===== config.mk =====
export PLATFORM = sky130hd
export DESIGN_NAME = axi_mst_bridge
export DESIGN_NICKNAME = d
export VERILOG_FILES = /design/src/rtl/axi_mst_bridge.sv
export SDC_FILE = /design/constraint.sdc
export NUM_CORES = 1
export LEC_CHECK = 0
export ABC_AREA = 1
export BUFFER_PORTS_ARGS = -buffer_cell sky130_fd_sc_hd__buf_2
export CAP_MARGIN = 20
export CELL_PAD_IN_SITES_DETAIL_PLACEMENT = 0
export CELL_PAD_IN_SITES_GLOBAL_PLACEMENT = 1
export CORE_ASPECT_RATIO = 0.8
export CORE_MARGIN = 1
export CORE_UTILIZATION = 35
export DETAILED_ROUTE_END_ITERATION = 8
export GPL_TIMING_DRIVEN = 0
export PLACE_DENSITY_LB_ADDON = 0.3
export SLEW_MARGIN = 15
export SYNTH_ARGS = -nofsm -noshare
export SYNTH_HDL_FRONTEND = slang
export SYNTH_SLANG_ARGS = --single-unit
export TNS_END_PERCENT = 100

===== constraint.sdc =====
create_clock -name i_clk -period 1.65 [get_ports i_clk]
set_clock_uncertainty 0.1 [all_clocks]
set_input_delay 0.4125 -clock i_clk [delete_from_list [all_inputs] [get_ports i_clk]]
set_output_delay 0.4125 -clock i_clk [all_outputs]
set_load 0.05 [all_outputs]

===== src/rtl/axi_mst_bridge.sv =====
// axi_mst_bridge: simple request/response bus to AXI4 master, one transaction in flight.
// Read beats and write data each pass through a one-entry register backed by a
// one-entry skid, so registered ready outputs never overwrite held data.

package axi_mst_pkg;
    localparam int CFG_SYSBUS_ADDR_BITS  = 32;
    localparam int CFG_SYSBUS_DATA_BITS  = 64;
    localparam int CFG_SYSBUS_DATA_BYTES = CFG_SYSBUS_DATA_BITS / 8;
    localparam int CFG_SYSBUS_ID_BITS    = 4;
    localparam int CFG_SYSBUS_USER_BITS  = 1;
    localparam logic [1:0] AXI_BURST_INCR = 2'b01;

    typedef struct packed {
        logic [CFG_SYSBUS_ADDR_BITS-1:0] addr;
        logic [7:0]                      len;
        logic [2:0]                      size;
        logic [1:0]                      burst;
        logic                            lock;
        logic [3:0]                      cache;
        logic [2:0]                      prot;
        logic [3:0]                      qos;
        logic [3:0]                      region;
    } axi4_meta_type;

    typedef struct packed {
        logic                             aw_valid;
        axi4_meta_type                    aw_bits;
        logic [CFG_SYSBUS_ID_BITS-1:0]    aw_id;
        logic [CFG_SYSBUS_USER_BITS-1:0]  aw_user;
        logic                             w_valid;
        logic [CFG_SYSBUS_DATA_BITS-1:0]  w_data;
        logic                             w_last;
        logic [CFG_SYSBUS_DATA_BYTES-1:0] w_strb;
        logic                             b_ready;
        logic                             ar_valid;
        axi4_meta_type                    ar_bits;
        logic [CFG_SYSBUS_ID_BITS-1:0]    ar_id;
        logic [CFG_SYSBUS_USER_BITS-1:0]  ar_user;
        logic                             r_ready;
    } axi4_master_out_type;

    typedef struct packed {
        logic                            aw_ready;
        logic                            w_ready;
        logic                            b_valid;
        logic [1:0]                      b_resp;
        logic                            ar_ready;
        logic                            r_valid;
        logic [1:0]                      r_resp;
        logic [CFG_SYSBUS_DATA_BITS-1:0] r_data;
        logic                            r_last;
    } axi4_master_in_type;
endpackage

module axi_mst_bridge
    import axi_mst_pkg::*;
#(
    parameter logic [CFG_SYSBUS_ID_BITS-1:0]   req_id   = '0,
    parameter logic [CFG_SYSBUS_USER_BITS-1:0] req_user = '0
) (
    input  logic                             i_clk,
    input  logic                             i_nrst,
    input  axi4_master_in_type               i_xmsti,
    output axi4_master_out_type              o_xmsto,
    input  logic                             i_req_valid,
    output logic                             o_req_ready,
    input  logic                             i_req_write,
    input  logic [CFG_SYSBUS_ADDR_BITS-1:0]  i_req_addr,
    input  logic [2:0]                       i_req_size,
    input  logic [7:0]                       i_req_len,
    input  logic                             i_wdata_valid,
    output logic                             o_wdata_ready,
    input  logic [CFG_SYSBUS_DATA_BITS-1:0]  i_wdata,
    input  logic [CFG_SYSBUS_DATA_BYTES-1:0] i_wstrb,
    output logic                             o_resp_valid,
    input  logic                             i_resp_ready,
    output logic                             o_resp_write,
    output logic [CFG_SYSBUS_DATA_BITS-1:0]  o_resp_rdata,
    output logic                             o_resp_err,
    output logic                             o_resp_last
);
    localparam logic [2:0] ST_IDLE = 3'd0, ST_AR = 3'd1, ST_R = 3'd2, ST_AW = 3'd3,
                           ST_W = 3'd4, ST_B = 3'd5, ST_RESP = 3'd6;

    logic [2:0]                       state;
    logic                             req_ready, wdata_ready;
    logic                             ar_valid, aw_valid, r_ready, b_ready;
    logic [CFG_SYSBUS_ADDR_BITS-1:0]  a_addr;
    logic [7:0]                       a_len, cnt;
    logic [2:0]                       a_size;
    logic                             w_valid, w_last, wsk_valid, wsk_last, w_done;
    logic [CFG_SYSBUS_DATA_BITS-1:0]  w_data, wsk_data;
    logic [CFG_SYSBUS_DATA_BYTES-1:0] w_strb, wsk_strb;
    logic                             resp_valid, resp_write, resp_err, resp_last;
    logic [CFG_SYSBUS_DATA_BITS-1:0]  resp_rdata, rsk_data;
    logic                             rsk_valid, rsk_err, rsk_last;
    logic                             r_push, b_fire, r_pop, r_free, rv_n, rsk_n;
    logic                             w_push, w_pop, w_free, wv_n, wsk_n, w_load_last;
    logic                             unused_ok;

    assign unused_ok = ^{i_xmsti.b_resp[0], i_xmsti.r_resp[0]};

    // Handshake decode and next occupancy of the response and W register/skid pairs.
    always_comb begin
        r_push = (state == ST_R) && i_xmsti.r_valid && r_ready;
        b_fire = (state == ST_B) && i_xmsti.b_valid && b_ready;
        r_pop  = resp_valid && i_resp_ready;
        r_free = !resp_valid || r_pop;
        rv_n   = resp_valid;
        rsk_n  = rsk_valid;
        if (r_free) begin
            rsk_n = 1'b0;
            rv_n  = rsk_valid || r_push || b_fire;
        end else if (r_push) begin
            rsk_n = 1'b1;
        end
        w_push = i_wdata_valid && wdata_ready;
        w_pop  = w_valid && i_xmsti.w_ready;
        w_free = !w_valid || w_pop;
        wv_n   = w_valid;
        wsk_n  = wsk_valid;
        if (w_free) begin
            wsk_n = 1'b0;
            wv_n  = wsk_valid || w_push;
        end else if (w_push) begin
            wsk_n = 1'b1;
        end
        w_load_last = w_push && (cnt == 8'd0);
    end

    // Response register: skid drains first, then a new R beat or the B completion loads.
    always_ff @(posedge i_clk) begin
        if (!i_nrst) begin
            resp_valid <= 1'b0; resp_write <= 1'b0; resp_err <= 1'b0; resp_last <= 1'b0;
            resp_rdata <= '0;
            rsk_valid  <= 1'b0; rsk_err <= 1'b0; rsk_last <= 1'b0; rsk_data <= '0;
        end else begin
            resp_valid <= rv_n;
            rsk_valid  <= rsk_n;
            if (r_free) begin
                if (rsk_valid) begin
                    resp_rdata <= rsk_data; resp_err <= rsk_err;
                    resp_last  <= rsk_last; resp_write <= 1'b0;
                end else if (r_push) begin
                    resp_rdata <= i_xmsti.r_data; resp_err <= i_xmsti.r_resp[1];
                    resp_last  <= i_xmsti.r_last; resp_write <= 1'b0;
                end else if (b_fire) begin
                    resp_rdata <= '0; resp_err <= i_xmsti.b_resp[1];
                    resp_last  <= 1'b1; resp_write <= 1'b1;
                end
            end else if (r_push) begin
                rsk_data <= i_xmsti.r_data; rsk_err <= i_xmsti.r_resp[1];
                rsk_last <= i_xmsti.r_last;
            end
        end
    end

    // Transaction FSM plus AR/AW/W/B channel registers.
    always_ff @(posedge i_clk) begin
        if (!i_nrst) begin
            state <= ST_IDLE; req_ready <= 1'b0; wdata_ready <= 1'b0;
            ar_valid <= 1'b0; aw_valid <= 1'b0; r_ready <= 1'b0; b_ready <= 1'b0;
            a_addr <= '0; a_len <= '0; a_size <= '0; cnt <= '0; w_done <= 1'b0;
            w_valid <= 1'b0; w_last <= 1'b0; w_data <= '0; w_strb <= '0;
            wsk_valid <= 1'b0; wsk_last <= 1'b0; wsk_data <= '0; wsk_strb <= '0;
        end else begin
            w_valid   <= wv_n;
            wsk_valid <= wsk_n;
            if (w_free) begin
                if (wsk_valid) begin
                    w_data <= wsk_data; w_strb <= wsk_strb; w_last <= wsk_last;
                end else if (w_push) begin
                    w_data <= i_wdata; w_strb <= i_wstrb; w_last <= w_load_last;
                end
            end else if (w_push) begin
                wsk_data <= i_wdata; wsk_strb <= i_wstrb; wsk_last <= w_load_last;
            end
            if (w_push) cnt <= cnt - 8'd1;
            if (w_load_last) w_done <= 1'b1;

            case (state)
                ST_IDLE: begin
                    if (i_req_valid && req_ready) begin
                        req_ready <= 1'b0;
                        a_addr <= i_req_addr; a_len <= i_req_len; a_size <= i_req_size;
                        if (i_req_write) begin aw_valid <= 1'b1; state <= ST_AW; end
                        else             begin ar_valid <= 1'b1; state <= ST_AR; end
                    end else begin
                        req_ready <= 1'b1;
                    end
                end
                ST_AR: if (i_xmsti.ar_ready) begin
                    ar_valid <= 1'b0;
                    r_ready  <= !resp_valid || i_resp_ready;
                    state    <= ST_R;
                end
                ST_R: begin
                    if (r_push && i_xmsti.r_last) begin
                        r_ready <= 1'b0; state <= ST_RESP;
                    end else begin
                        r_ready <= (!rv_n || i_resp_ready) && !rsk_n;
                    end
                end
                ST_AW: if (i_xmsti.aw_ready) begin
                    aw_valid <= 1'b0; cnt <= a_len; w_done <= 1'b0;
                    wdata_ready <= 1'b1; state <= ST_W;
                end
                ST_W: begin
                    if (w_pop && w_last) begin
                        wdata_ready <= 1'b0; b_ready <= 1'b1; state <= ST_B;
                    end else begin
                        wdata_ready <= (!wv_n || i_xmsti.w_ready) && !wsk_n && !w_done && !w_load_last;
                    end
                end
                ST_B: if (b_fire) begin b_ready <= 1'b0; state <= ST_RESP; end
                ST_RESP: if (r_pop && !rsk_valid) begin req_ready <= 1'b1; state <= ST_IDLE; end
                default: state <= ST_IDLE;
            endcase
        end
    end

    // Output assembly from registers and constant AXI fields.
    always_comb begin
        o_xmsto = '0;
        o_xmsto.ar_valid       = ar_valid;
        o_xmsto.ar_bits.addr   = a_addr;
        o_xmsto.ar_bits.len    = a_len;
        o_xmsto.ar_bits.size   = a_size;
        o_xmsto.ar_bits.burst  = AXI_BURST_INCR;
        o_xmsto.ar_id          = req_id;
        o_xmsto.ar_user        = req_user;
        o_xmsto.aw_valid       = aw_valid;
        o_xmsto.aw_bits.addr   = a_addr;
        o_xmsto.aw_bits.len    = a_len;
        o_xmsto.aw_bits.size   = a_size;
        o_xmsto.aw_bits.burst  = AXI_BURST_INCR;
        o_xmsto.aw_id          = req_id;
        o_xmsto.aw_user        = req_user;
        o_xmsto.w_valid        = w_valid;
        o_xmsto.w_data         = w_data;
        o_xmsto.w_strb         = w_strb;
        o_xmsto.w_last         = w_last;
        o_xmsto.b_ready        = b_ready;
        o_xmsto.r_ready        = r_ready;
    end

    assign o_req_ready   = req_ready;
    assign o_wdata_ready = wdata_ready;
    assign o_resp_valid  = resp_valid;
    assign o_resp_write  = resp_write;
    assign o_resp_rdata  = resp_rdata;
    assign o_resp_err    = resp_err;
    assign o_resp_last   = resp_last;
endmodule


==> results of run 1 <==
-- synthesized netlist by cell type, types with 5 or more instances --
master      n
nand4_1     6
inv_2      10
inv_1      39
buf_4     101
buf_1       7
clkbuf_1   92
nor3_1      5
buf_6       5
a21oi_1   142
nand2_1   501
o21ai_0   242
a31oi_1    75
nor2_1    271
buf_2      32
dfxtp_1   344
nand3_1    83
-- metrics by stage --
stage | worst slack (ps) | std cells | area (µm²) | hold slack, ps | setup TNS [ps]
after floorplan | 13.74 | 2021 | 14540 | 324.5 | 0
after global placement | -804.1 | 2982 | 17330 | 335.3 | -141590
after detailed placement | -811.1 | 2982 | 17330 | 342.6 | -144920
after CTS | -51.95 | 3123 | 20900 | 0.1269 | -750.8
after global routing | -61.13 | 3132 | 21440 | 8.980 | -1631
final | -23.57 | 3134 | 21450 | 16.35 | -76.23
-- power breakdown --
part / switching [mW] / leakage (nW) / internal, mW / total [mW]
Clock: 3.59 / 0.674 / 5.62 / 9.21
Sequential: 0.520 / 2.81 / 8.97 / 9.49
Combinational: 4.88 / 6.33 / 2.75 / 7.63
-- worst min-delay path, delay by kind of cell --
family | cells | cell delay (ps)
AND/OR/NAND/NOR | 2 | 110
buffers and inverters | 1 | 90
-- layer usage --
layer	up-vias	wire length, µm	global-route usage
met2	549	25660	0.4108
met4	2	2069	0.09960
met3	107	3666	0.04726
met5	-	13	0
met1	7129	23900	0.3293
li1	7514	-	-
-- what timing repair did --
action	CTS	global route
buffers inserted	16	11
gates resized for setup	545	225
hold buffers	62	0
pin swaps	7	16
gates cloned	1	7
hold endpoints to repair	62	0
endpoints found under the setup margin	570	345
-- registers in the layout (all words and copies together), names as in the netlist, 8 cells and up --
name / flops
a_addr: 32
rsk_data: 64
w_strb: 8
a_len: 8
o_resp_rdata: 64
wsk_data: 64
cnt: 8
wsk_strb: 8
w_data: 64
-- final timing paths --
path	cells after the start	startpoint	slack, ps	to
worst min register to register	2	rsk_data[51]$_SDFFE_PN0P_	350	rsk_data[51]$_SDFFE_PN0P_
worst max-delay path	2	a_addr[30]$_SDFFE_PN0P_	-20	o_xmsto[207]
worst min-delay path	3	i_xmsti[47]	20	rsk_data[46]$_SDFFE_PN0P_
worst max register to register	7	state[0]$_SDFFE_PN0P_	-10	rsk_data[59]$_SDFFE_PN0P_
-- final cells by class --
cell class | instances | area, µm² | share of cell area
sequential | 344 | 7019 | 0.3273
multi-input combinational | 1391 | 6285 | 0.2931
timing repair buffer | 521 | 4319 | 0.2014
buffer | 213 | 1553 | 0.07240
clock buffer | 57 | 1186 | 0.05531
tap | 536 | 670.6 | 0.03127
inverter | 49 | 203.9 | 0.009510
clock inverter | 13 | 178.9 | 0.008343
antenna | 9 | 22.52 | 0.001050
timing repair inverter | 1 | 7.507 | 0.0003501
-- cells by family after synthesis --
kind of cell	after synthesis	share of synthesized area
AND/OR/NAND/NOR	880	0.2434
adder cells (fa/ha/maj)	2	0.001741
flip-flops	344	0.4793
XOR/XNOR	1	0.0006097
other	2	0.0005227
AO/OA/AOI/OAI	462	0.1680
buffers and inverters	286	0.1065
==> results.md, run 1 <==
* Crit. End Element: primary output
* Gpl congestion at 0.8979
* Initial drt markers at around 1000
* Clk_lat worst skew at 540 ps
* Nets at ~2800
* Initial core utilization at 0.3598
* Ys flop type: dfxtp_1
* Worst setup SP type: register
* Die area at roughly 0.042 mm²
* Share of layout cells above drive strength 1 at 0.3156
* Clock Pin Slew Worst Setup and Hold Paths at around 60 ps
* PwrDens at between 1000 and 1500 mW/mm²
* Pwr Total at about 26 mW
* Synth Register Bits at about 340
* CTS tree: built
* Remaining Overflow, GRT at 0
* Number of flops mapped to enable cells by yosys at 0
* Final Hold Fails at 0
* Post-synthesis average cell area at about 7.3 µm²
* Area Overhead vs Synth at 49.25%
* Vias/cell at between 4 and 5
* Num rows at 65
* Clock root buffer: clkbuf_16
* Largest net degree at the start of global routing at 20
* Sequential fraction of the synthesis area at 0.4793
* Commonest non-fill, non-tap cell in the layout: nand2_1
* Synth warn at 0
* Worst hold path class: primary input to register
* Initial antenna violation count at 10
* Core area at ~0.040 mm²
* CP delay by family, top: flip-flops
* Netlist cell types at 28
* DR vias at ~15000
* Routed Antenna Nets at 0
* Clk sink count at between 300 and 400
* Crit path max fanout at 3
* Crit path buffers/inverters at 2
* Vias in the first global route at 14250
* DRC viols at 0
* Setup violators final at 7
* Detailed Routing Iterations Pass 1 at 5
* Post-synth top area share at 0.4793
* DPL Wire Length at roughly 40 mm
* Most frequent cells in the layout: 487 x nand2_1, 278 x dfxtp_1, 269 x nor2_1, 223 x o21ai_0, 210 x buf_4
* IO Count at between 400 and 500
* Relative slew margins at 0.2272
* Crit-path slowest cell: dfxtp_4
* PortBufs at 425
* Fin util at 0.5371
* Final period utilization at 1.014
* Global-route usage over all layers at 0.2520
* H-tree depth at 2
* Wire length per cell at about 18 µm
* Setup Crit Path Kind: register to primary output
* Share of synthesized flip-flops with an asynchronous set or reset at 0
* Fillers at approximately 3800
* Die Span X at approximately 230 µm
* Worst-path cell chain: buf_6, buf_8
* Total wire length at between 50 and 60 mm
* CP peak stage delay at between 300 and 400 ps
* Synth area leader: dfxtp_1
* Peak supply drop at around 750 µV
* Cts bufs inserted at 40
* Die Y at ~180 µm
* Failing checks: negative setup slack
* Fmax at 597.5 MHz
* Final setup margin at -23.57 ps
* Synthesized area at ~0.014 mm²
* Final worst path period need at 1674 ps
* Status: finished, violations left
* Leak at 9.814 nW
* WP data required at about 1100 ps
* Worst Max-Slew Pin Slew at about 1200 ps
* Top post-synthesis cells by area: dfxtp_1 48%, nand2_1 13%, o21ai_0 8.4%
* CP arrival at roughly 1200 ps
* First-pass GRT wire length at a little over 80 mm
* CTS Buffer Depth at 3
* Synth Instances at between 1500 and 2000
* Max_cap viols at 0
* RSZ-0062 raised after global routing: yes
* Final slew viol count at 0
(Power assumes the default switching activity.)
==> run 2: changes to the inputs <==
==> constraint.sdc (replaced) <==
create_clock -name i_clk -period 1.65 [get_ports i_clk]
set_clock_uncertainty 0.1 [all_clocks]
set_input_delay 0.165 -clock i_clk [delete_from_list [all_inputs] [get_ports i_clk]]
set_output_delay 0.165 -clock i_clk [all_outputs]
set_load 0.05 [all_outputs]
==> run 2 against run 1 <==
Wire length decreased by 0.37%. Largest power group unchanged. Die area unchanged. Non-clock buffer count increased by 132. Design area decreased by 0.87%. The flow now finishes without violations. Fmax increased by 1.5%. Clock-buffer cell count unchanged.
==> results.md, run 2 (synthesized netlist as in run 1, its figures left out) <==
* Crit path max fanout at 9
* Clk_lat worst skew at ~540 ps
* Num rows at 65
* Cts bufs inserted at 40
* WP data required at ~1900 ps
* Setup violators final at 0
* PwrDens at approximately 1200 mW/mm²
* Global-route usage over all layers at 0.2534
* Status: completed
* Leak at about 10 nW
* RR Startpoint: state[1]$_SDFFE_PN0P_
* Peak supply drop at 694.8 µV
* CP peak stage delay at 320 ps
* Gpl congestion at approximately 0.9
* Die area at 0.04187 mm²
* Total wire length at 55.10 mm
* Relative slew margins at 0.2194
* CP arrival at approximately 1900 ps
* Worst hold path class: primary input to register
* Final setup margin at 0.5487 ps
* Routed Antenna Nets at 0
* Initial core utilization at 0.3598
* DRC viols at 0
* Initial drt markers at around 1000
* Detailed Routing Iterations Pass 1 at 5
* DP Worst Slack at -563.6 ps
* Most frequent cells in the layout: 484 x nand2_1, 438 x buf_2, 335 x dfxtp_1, 267 x nor2_1, 229 x o21ai_0
* DPL Wire Length at between 30 and 40 mm
* Area Overhead vs Synth at 47.95%
* Initial antenna violation count at 3
* Clock Pin Slew Worst Setup and Hold Paths at roughly 60 ps
* Hold Crit Depth at 5
* Worst Max-Slew Pin Slew at 1171 ps
* H-tree depth at 2
* Crit path buffers/inverters at 3
* Min-Delay Startpoint: i_req_valid
* Worst setup SP type: register
* Setup Crit Path Kind: register to register
* Vias in the first global route at between 10000 and 15000
* R2r setup slk at 0.5 ps
* Max_cap viols at 0
* Fin util at 0.5324
* Clock root buffer: clkbuf_16
* Fin area at between 0.02 and 0.025 mm²
* Vias/cell at roughly 4.8
* CP delay by family, top: simple AND/OR/NAND/NOR gates
* Wire length per cell at between 15 and 20 µm
* Pwr Total at 25.64 mW
* Commonest non-fill, non-tap cell in the layout: nand2_1
* RR Endpoint: o_resp_rdata[31]$_SDFFE_PN0P_
* Crit-path slowest cell: dfxtp_2
* Clk sink count at ~340
* Core area at roughly 0.04 mm²
* Final slew viol count at 0
* Nets at roughly 2900
* Final period utilization at 0.9997
* Remaining Overflow, GRT at 0
* DR vias at 15740
* Final worst path period need at about 1600 ps
* Crit. End Element: register
* PortBufs at 425
* Fmax at between 600 and 700 MHz
* CTS tree: built
* Die Span X at between 200 and 250 µm
* First-pass GRT wire length at 84.08 mm
* CTS Buffer Depth at 3
* Largest net degree at the start of global routing at 20
* Final Hold Fails at 0
* IO Count at between 400 and 500
* RSZ-0062 raised after global routing: yes
* Die Y at 183.2 µm
* Reg2Reg Depth at 9
* Dpl cell area at 0.01733 mm²
* Share of layout cells above drive strength 1 at 0.2808
* WHS Endpoint: ar_valid$_SDFFE_PN0P_
* Worst-path cell chain: buf_6, nor2_4, nand3b_1, nand3_2, nand2_4, buf_12, buf_12, nand2_4, a21oi_2
## run 2: cell count changes in the layout (fill, tap and decap cells not counted), moves of 51 or more
cell and delta:
dlygate4sd3_1 +126, buf_6 -77, dfxtp_1 +57, buf_4 -89, buf_8 -51, buf_2 +233
## run 2: per-layer routing
layer / up-vias / routed length (µm) / global-route usage
met2: 523 / 25420 / 0.4134
met5: - / 0 / 0
met3: 105 / 3085 / 0.03933
li1: 7777 / - / -
met4: 0 / 2104 / 0.1017
met1: 7333 / 24490 / 0.3355
## run 2: metrics by stage
step           TNS (ps)  instances  hold WS, ps
4_1_cts          -4.143       3246        5.684
3_5_place_dp     -87430       2982        309.1
6_report              0       3260        41.58
5_1_grt          -929.1       3260        42.41
3_3_place_gp     -84610       2982        305.9
2_1_floorplan         0       2021        199.9
## run 2: worst max-delay path by stage
stage / start / to / cells after the start
3_5_place_dp: i_nrst / a_addr[30]$_SDFFE_PN0P_ / 5
2_1_floorplan: o_wdata_ready$_SDFFE_PN0P_ / w_data[13]$_SDFFE_PN0P_ / 7
5_1_grt: state[1]$_SDFFE_PN0P_ / o_resp_rdata[51]$_SDFFE_PN0P_ / 9
6_report: state[1]$_SDFFE_PN0P_ / o_resp_rdata[31]$_SDFFE_PN0P_ / 9
3_3_place_gp: i_nrst / o_resp_rdata[40]$_SDFFE_PN0P_ / 5
4_1_cts: o_wdata_ready$_SDFFE_PN0P_ / w_data[26]$_SDFFE_PN0P_ / 7
## run 2: area by class of cell
cell class | instances | area [µm²]
timing repair buffer | 631 | 4220
buffer | 235 | 1618
multi-input combinational | 1391 | 6269
inverter | 49 | 201.4
fill | 3922 | 18670
clock buffer | 57 | 1186
timing repair inverter | 1 | 7.507
clock inverter | 13 | 178.9
sequential | 344 | 6900
antenna | 3 | 7.507
tap | 536 | 670.6
## run 2: timing repair
| action | CTS | global route |
|---|---|---|
| endpoints found under the setup margin | 338 | 310 |
| endpoints found under the hold margin | 330 | 0 |
| gates resized for setup | 78 | 171 |
| pin swaps | 7 | 15 |
| gates cloned | 1 | 4 |
| hold buffers | 188 | 0 |
| setup buffers | 7 | 7 |
## run 2: tightest hold or removal path, cell delays in order
cell and delay [ps]:
buf_2 120, nand2_1 100, inv_1 90, nand4_1 100, a21oi_1 50
## run 2: power by group
group | internal (mW) | switching, mW | total [mW] | leakage (nW)
logic | 2.20 | 4.86 | 7.06 | 6.73
registers | 8.92 | 0.425 | 9.35 | 2.78
clock network | 5.62 | 3.60 | 9.23 | 0.674
total | 16.8 | 8.89 | 25.6 | 10.2
